$ cat src/rtl/dtree_pkg.sv
// dtree_pkg: node-word field widths, node layout, and FSM states for the tree evaluator
package dtree_pkg;
  function automatic int fi_w(int n_feat);
    return $clog2(n_feat) + 1;
  endfunction
  function automatic int sh_w(int feat_w);
    return $clog2(feat_w) + 1;
  endfunction
  function automatic int ch_w(int n_nodes);
    return $clog2(n_nodes) + 1;
  endfunction
  function automatic int node_w(int n_feat, int feat_w, int n_nodes);
    return 1 + fi_w(n_feat) + sh_w(feat_w) + feat_w + 2 * ch_w(n_nodes);
  endfunction
  localparam int DEF_FI_W = fi_w(8);
  localparam int DEF_SH_W = sh_w(8);
  localparam int DEF_CH_W = ch_w(64);
  typedef struct packed {
    logic                is_leaf;
    logic [DEF_FI_W-1:0] feat_idx;
    logic [DEF_SH_W-1:0] shift;
    logic [7:0]          thr;
    logic [DEF_CH_W-1:0] left_or_class;
    logic [DEF_CH_W-1:0] right;
  } node_t;
  typedef enum logic [1:0] {IDLE, WALK, DONE} state_t;
endpackage

$ cat src/rtl/dtree_node_cmp.sv
// dtree_node_cmp: decodes one node word, compares the shifted feature and picks the child
module dtree_node_cmp import dtree_pkg::*; #(
  parameter int N_FEAT = 8,
  parameter int FEAT_W = 8,
  parameter int N_NODES = 64,
  parameter int CLASS_W = 5,
  localparam int IDX_W = $clog2(N_NODES),
  localparam int FI_W = fi_w(N_FEAT),
  localparam int SH_W = sh_w(FEAT_W),
  localparam int CH_W = ch_w(N_NODES),
  localparam int NODE_W = node_w(N_FEAT, FEAT_W, N_NODES)
) (
  input  logic [NODE_W-1:0]        node,
  input  logic [N_FEAT*FEAT_W-1:0] feat,
  output logic                     leaf,
  output logic                     bad,
  output logic [IDX_W-1:0]         nxt,
  output logic [CLASS_W-1:0]       cls
);
  localparam int FS_W = N_FEAT > 1 ? $clog2(N_FEAT) : 1;
  logic [FI_W-1:0] fi;
  logic [SH_W-1:0] sh;
  logic [FEAT_W-1:0] thr, fv;
  logic [CH_W-1:0] lc, rc, ch;
  logic bad_f;
  logic [FEAT_W-1:0] fa [N_FEAT];
  assign {leaf, fi, sh, thr, lc, rc} = node;
  for (genvar i = 0; i < N_FEAT; i++) begin : g_f
    assign fa[i] = feat[i*FEAT_W +: FEAT_W];
  end
  // Out-of-range feature or child indices are flagged rather than wrapped
  always_comb begin
    bad_f = fi >= FI_W'(N_FEAT);
    fv = bad_f ? '0 : fa[fi[FS_W-1:0]];
    ch = ((fv >> sh) <= thr) ? lc : rc;
    bad = bad_f || (ch >= CH_W'(N_NODES));
    nxt = ch[IDX_W-1:0];
    cls = lc[CLASS_W-1:0];
  end
endmodule

$ cat src/rtl/seq_dtree_eval.sv
// seq_dtree_eval: walks a flop-based decision-tree table one node per cycle per feature vector
module seq_dtree_eval import dtree_pkg::*; #(
  parameter int N_FEAT = 8,
  parameter int FEAT_W = 8,
  parameter int N_NODES = 64,
  parameter int CLASS_W = 5,
  parameter int MAX_DEPTH = 16,
  localparam int IDX_W = $clog2(N_NODES),
  localparam int NODE_W = node_w(N_FEAT, FEAT_W, N_NODES)
) (
  input  logic                     clk,
  input  logic                     rst,
  input  logic                     cfg_we,
  input  logic [IDX_W-1:0]         cfg_addr,
  input  logic [NODE_W-1:0]        cfg_node,
  input  logic                     in_valid,
  output logic                     in_ready,
  input  logic [N_FEAT*FEAT_W-1:0] in_feat,
  output logic                     out_valid,
  input  logic                     out_ready,
  output logic [CLASS_W-1:0]       out_class,
  output logic                     out_err
);
  localparam int DEP_W = $clog2(MAX_DEPTH) + 1;
  state_t state;
  logic [NODE_W-1:0] tbl [N_NODES];
  logic [N_FEAT*FEAT_W-1:0] feat;
  logic [IDX_W-1:0] ptr, nxt;
  logic [DEP_W-1:0] depth;
  logic leaf, bad;
  logic [CLASS_W-1:0] cls;
  assign in_ready = (state == IDLE) && !cfg_we;
  dtree_node_cmp #(.N_FEAT(N_FEAT), .FEAT_W(FEAT_W), .N_NODES(N_NODES), .CLASS_W(CLASS_W)) u_cmp (
    .node(tbl[ptr]),
    .feat(feat),
    .leaf(leaf),
    .bad(bad),
    .nxt(nxt),
    .cls(cls)
  );
  // Node table: resets to all class-0 leaves, writable only while idle
  always_ff @(posedge clk or posedge rst)
    if (rst)
      for (int k = 0; k < N_NODES; k++) tbl[k] <= {1'b1, {(NODE_W-1){1'b0}}};
    else if (cfg_we && state == IDLE)
      tbl[cfg_addr] <= cfg_node;
  // Inference FSM: accept, walk one node per cycle, hold result until taken
  always_ff @(posedge clk or posedge rst)
    if (rst) begin
      state <= IDLE;
      out_valid <= 1'b0;
      out_class <= '0;
      out_err <= 1'b0;
      ptr <= '0;
      depth <= '0;
      feat <= '0;
    end else
      case (state)
        IDLE:
          if (in_valid && in_ready) begin
            feat <= in_feat;
            ptr <= '0;
            depth <= '0;
            state <= WALK;
          end
        WALK:
          if (leaf) begin
            out_class <= cls;
            out_err <= 1'b0;
            out_valid <= 1'b1;
            state <= DONE;
          end else if (bad || depth == DEP_W'(MAX_DEPTH - 1)) begin
            out_class <= '0;
            out_err <= 1'b1;
            out_valid <= 1'b1;
            state <= DONE;
          end else begin
            ptr <= nxt;
            depth <= depth + 1'b1;
          end
        default:
          if (out_ready) begin
            out_valid <= 1'b0;
            state <= IDLE;
          end
      endcase
endmodule

$ cat config.mk
export PLATFORM = sky130hd
export DESIGN_NAME = seq_dtree_eval
export DESIGN_NICKNAME = d
export VERILOG_FILES = /design/src/rtl/dtree_pkg.sv /design/src/rtl/dtree_node_cmp.sv /design/src/rtl/seq_dtree_eval.sv
export SDC_FILE = /design/constraint.sdc
export NUM_CORES = 2
export LEC_CHECK = 0
export ABC_AREA = 0
export CAP_MARGIN = 20
export CORE_ASPECT_RATIO = 1.75
export CORE_UTILIZATION = 50
export DETAILED_ROUTE_END_ITERATION = 12
export PLACE_DENSITY_LB_ADDON = 0.12
export SLEW_MARGIN = 20
export SYNTH_ARGS = -nofsm -noshare
export SYNTH_HDL_FRONTEND = slang
export SYNTH_SLANG_ARGS = --single-unit
export TNS_END_PERCENT = 20
$ cat constraint.sdc
create_clock -name clk -period 153 [get_ports clk]
set_input_delay 30.6 -clock clk [delete_from_list [all_inputs] [get_ports clk]]
set_output_delay 30.6 -clock clk [all_outputs]
set_load 0.03 [all_outputs]
## Word level (Yosys, flattened, before mapping)

Cells that the tools add are included.

- Register bits: 2068
- Bits in latches: 0
- Bits in writable memories: 0
- Bits in read-only memories: 0
- Bits of input ports: 106
- Output and inout bits: 8
- Word-level logic and storage cells: 138
- Memories: 0

- Add/sub/neg operators: 1
- Multiply operators: 0
- Divide/modulo/power cells: 0
- $lt $le $gt $ge: 7
- Equal/unequal tests: 6
- Shifts and indexed selects: 1
- Mux-type cells: 31
- Bitwise operators: 4
- Reduce and logical (&&, ||, !) cells: 17

Operators with widths:

| cell | number |
|---|---|
| $bwmux W1984 | 1 |
| $bmux W31 S6 | 1 |
| $demux W31 S6 | 1 |
| $mux W31 | 3 |
| $mux W5 | 5 |
| $bmux W8 S3 | 1 |
| $mux W8 | 3 |
| $ge A7 B7 Y1 const B | 3 |
| $mux W6 | 3 |
| $not A6 Y7 | 2 |
| $pmux W6 S2 | 1 |
| $pmux W5 S2 | 1 |
| $ge A4 B4 Y1 const B | 2 |
| $le A8 B8 Y1 | 1 |
| $mux W2 | 4 |
| $shr A8 B4 Y8 | 1 |
| $lt A7 B1 Y1 const B | 1 |
| $mux W7 | 1 |
| $reduce_and A3 Y1 | 2 |
| $reduce_bool A2 Y1 | 3 |
| $add A5 B1 Y5 const B | 1 |
| $eq A5 B4 Y1 const B | 1 |
| $logic_and A1 B1 Y1 | 4 |
| $mux W1 | 4 |
| 14 further kinds | 17 |

## Logic depth before layout (Yosys ltp)

- Depth in word-level cells: 18
- Depth in mapped cells: 27
- Mapped depth without buffers: 21

## Hierarchy

From an unflattened synthesis, not the netlist that was laid out.

- Cell total of the unflattened synthesis: 6171
- Area, all modules: 95031.1 um2

By module, submodules not included:

| module | times used | cells each | area each (um2) | seq. area each (um2) |
|---|---|---|---|---|
| seq_dtree_eval | 1 | 6051 | 93821.2 | 51829.7 |
| dtree_node_cmp | 1 | 120 | 1209.9 | 0.0 |

## Worst setup path after synthesis

No wires, ideal clock.

- Path kind: in2out
- Start point: input port cfg_we
- End point: output port in_ready
- Arrival time: 31.330 ns
- Data required time: 122.400 ns
- Path slack: 91.070 ns
- Cell stages on the path: 1
- Buffers on the path: 0
- Cells stage by stage: nor3_1

- Word-level cells in the longest chain between the ends: 2

Ends and longest elaborated chain:

| element | RTL line | source |
|---|---|---|
| start, declared | seq_dtree_eval.sv:13 | `input logic cfg_we,` |
| $logic_not A1 Y1 | seq_dtree_eval.sv:32 | `assign in_ready = (state == IDLE) && !cfg_we;` |
| $logic_and A1 B1 Y1 | seq_dtree_eval.sv:32 |  |
| end, declared | seq_dtree_eval.sv:17 | `output logic in_ready,` |

Every way passes these cells.

## Worst setup path in the final report

Ends and elaborated chain as after synthesis.

==> metrics.md <==
| Metric | Value |
|---|---|
| Worst Setup EP | in_ready |
| Power Total | roughly 0.0016 W |
| Fraction of layout instances using a drive strength above 1 | 0.550 |
| Num ports | approximately 110 |
| Worst hold-check path type | flop to flop |
| CTS resizes | 0 |
| GRT Total Usage | 0.282 |
| Clock buffer depth | 4 |
| Post-CTS setup buffers | 0 |
| Initial antenna violation count | 10 |
| Post-synth top flop | dfrtp_1 |
| Final hold viol count | 0 |
| Most common cell in the netlist | dfrtp_1 |
| Library cells used by synthesis | approximately 70 |
| Die width | 330 µm |
| Synth Warn # | 0 |
| Synth cell count leaders | dfrtp_1 (2004), mux2_2 (2000), mux4_2 (626) |
| Final Slew Violations | 0 |
| Cell area power density | between 15 and 20 nW/µm² |
| Worst vdd ir | between 0.015 and 0.02 mV |
| Clk_skew | 0.0547 ns |
| Critical path's most frequent cell | clkdlybuf4s50_1 |
| CP top delay family | buffers and inverters |
| Clk_lat worst skew | between 0.8 and 0.9 ns |
| Grt total ovfl | 0 |
| DR vias | ~52000 |
| Vias per cell | approximately 6.3 |
| Layout Nets | 5868 |
| Reg2Reg Setup Slack | 143.21 ns |
| Final HPWL DP | 154000 µm |
| Hold_buf cts | 0 |
| CP Depth | 3 |
| Reg2reg end | ptr[5] |
| Crit-path cells | clkdlybuf4s50_1 > nor3_1 > clkdlybuf4s50_1 |
| H-tree depth | 4 |
| Critical path origin | cfg_we |
| Final hold slack | about 0.47 ns |
| Routed length per instance | between 30 and 40 µm |
| Largest cells by area after synthesis | dfrtp_1 (53%), mux2_2 (24%), mux4_2 (15%) |
| Critical Path AT | between 30 and 40 ns |
| Yosys reg bits | about 2100 |
| Starting density of the core | 0.503 |
| Post-DRT Antenna Nets | 0 |
| Top cell type's share of synthesized area | 0.533 |
| Num CTS Buffers | roughly 200 |
| Die height | a little under 600 µm |
| DRC Markers | 0 |
| Tcrit/Tclk final | 0.410 |
| Area Growth Syn to Fin | 10.1% |
| Slew @ Worst Pin | roughly 1.1 ns |
| Setup TNS | 0 ns |
| Largest net degree at the start of global routing | 183 |
| Kind of critical path | input pin to primary output |
| Slew margin rel. | 0.250 |
| Root Driver | clkbuf_16 |
| Reg clk slew, reported paths | 0.06 ns |
| Final min period | between 60 and 70 ns |
| Leakage | around 48 nW |
| CTS tree | built |
| Async set-reset flop share out of synthesis | 1.00 |
| Number of synthesized flops with an enable pin | 0 |
| Fmax | 16.0 MHz |
| Crit path capture type | primary output |
| Row cnt | between 200 and 250 |
| Syn Inst Count | 5891 |
| CP Buf/Inv Count | 2 |
| Worst EP required | roughly 120 ns |
| Die ar. | between 150000 and 200000 µm² |
| Critical path launch point type | input pin |
| Critical Path Fanout Max | 3 |
| Synth Net Count | roughly 6000 |
| Global-route wire length before repair | just under 400000 µm |
| Post-synth top area cell | dfrtp_1 |
| PortBufs | ~110 |
| Detailed Route WL | about 260000 µm |
| Core ar. | ~190000 µm² |
| FF-to-FF path depth | 24 |
| Final Wtd Congestion | around 0.84 |
| TritonRoute pass-1 iters | 5 |
| CTS sink cnt | a little over 2000 |
| Synthesized area per cell | between 15 and 20 µm² |
| Worst r2r src | ptr[0] |
| Final Setup Violations | 0 |
| Status | finished clean |
| Iteration-0 DRC count of the detailed router | 3592 |
| Crit-path slowest cell | clkdlybuf4s50_1 |
| Max-Cap Viols | 0 |
| CP peak stage delay | ~0.74 ns |
| Vias in the first global route | 55500 |
| Sequential area share after synthesis | 0.550 |
| RSZ-0062 raised after global routing | false |
| Cell Area, Synth | roughly 94000 µm² |
[report_power, final]
| part | internal (W) | switching (W) |
|---|---|---|
| registers | 0.000645 | 0.0000530 |
| logic | 0.000206 | 0.000220 |
| clock network | 0.000284 | 0.000213 |
[state kept, by name, indices dropped and copies added, names as in the netlist]
register / count
depth: 5
feat: 64
out_class: 5
out_err: 1
out_valid: 1
ptr: 6
state: 2
tbl: 1984
[cells in the final DEF (no fill, tap or decap), types with 10 or more instances in the layout]
cell / n
mux2_2: 2000
dfrtp_1: 1999
mux4_2: 626
nand2_1: 215
clkbuf_16: 197
buf_4: 140
clkdlybuf4s50_1: 82
dfstp_2: 64
clkbuf_8: 57
nand2_2: 51
clkbuf_1: 47
nor2_1: 32
mux2i_1: 30
nand3_1: 25
inv_1: 25
clkinv_2: 25
o21ai_0: 24
a21oi_1: 17
buf_2: 17
a22oi_1: 15
nor3_1: 13
nor2_4: 12
a22o_1: 12
bufinv_16: 12
buf_12: 12
ha_1: 10
[per-stage QoR]
step	area (µm²)	utilization	setup slack, ns	cells
finish	104000	0.554	90.32	8340
global route	104000	0.554	90.17	8337
CTS	104000	0.554	90.31	8334
detailed placement	97200	0.519	90.31	7991
global placement	97200	0.519	90.27	7991
floorplan	94200	-	64.09	5891
[how the worst min path moves through the flow]
stage,startpoint,endpoint,slack [ns],cells after the start
after global routing,feat[40],feat[40],0.49,2
after CTS,feat[40],feat[40],0.48,2
after detailed placement,feat[40],feat[40],0.46,2
final,feat[1],feat[1],0.47,2
after floorplan,feat[21],feat[21],0.44,2
after global placement,feat[56],feat[56],0.45,2
[worst reg2reg max path, stage by stage (launching register included)]
cell      delay [ns]
dfrtp_4         0.88
buf_4           0.78
buf_4           0.66
buf_4           0.71
mux4_2          0.70
mux4_2          0.46
nor2_1          0.10
nor3_1          0.14
nor2_1          0.85
nor2_1          0.13
a222oi_1        0.54
a211oi_2        0.20
o32ai_1         0.34
a311oi_1        0.11
ha_1            0.20
nor2b_1         0.10
o21a_1          0.11
o21ai_0         0.08
nand2b_1        0.08
a21oi_1         0.06
o21ai_0         0.39
nand2_1         0.80
mux4_2          0.93
a22oi_1         0.20
o22ai_1         0.10
[kinds of logic after synthesis]
group	count (synthesis)	synth area share
AOI/OAI and AO/OA	125	0.00953
adders and majority gates	10	0.00133
buffers and inverters	622	0.0275
DFF	2068	0.550
muxes	2657	0.392
and+or+nand+nor	409	0.0190
[per-layer routing]
layer	part of all wire	vias to the layer above	track usage
met5	0.00036	-	0
met3	0.035	506	0.0316
met4	0.050	14	0.126
met1	0.40	28900	0.354
li1	-	21500	-
met2	0.52	1167	0.489
[area by class of cell]
type | instances | area, µm²
fillers | 14900 | 83400
flip-flops and latches | 2068 | 51800
multi-input cells | 3201 | 40000
clock buffers | 301 | 5890
well taps | 2438 | 3050
repair buffers | 253 | 2240
clock inverters | 42 | 534
inverters | 32 | 129
diodes | 5 | 12.5
(Power assumes the default switching activity.)
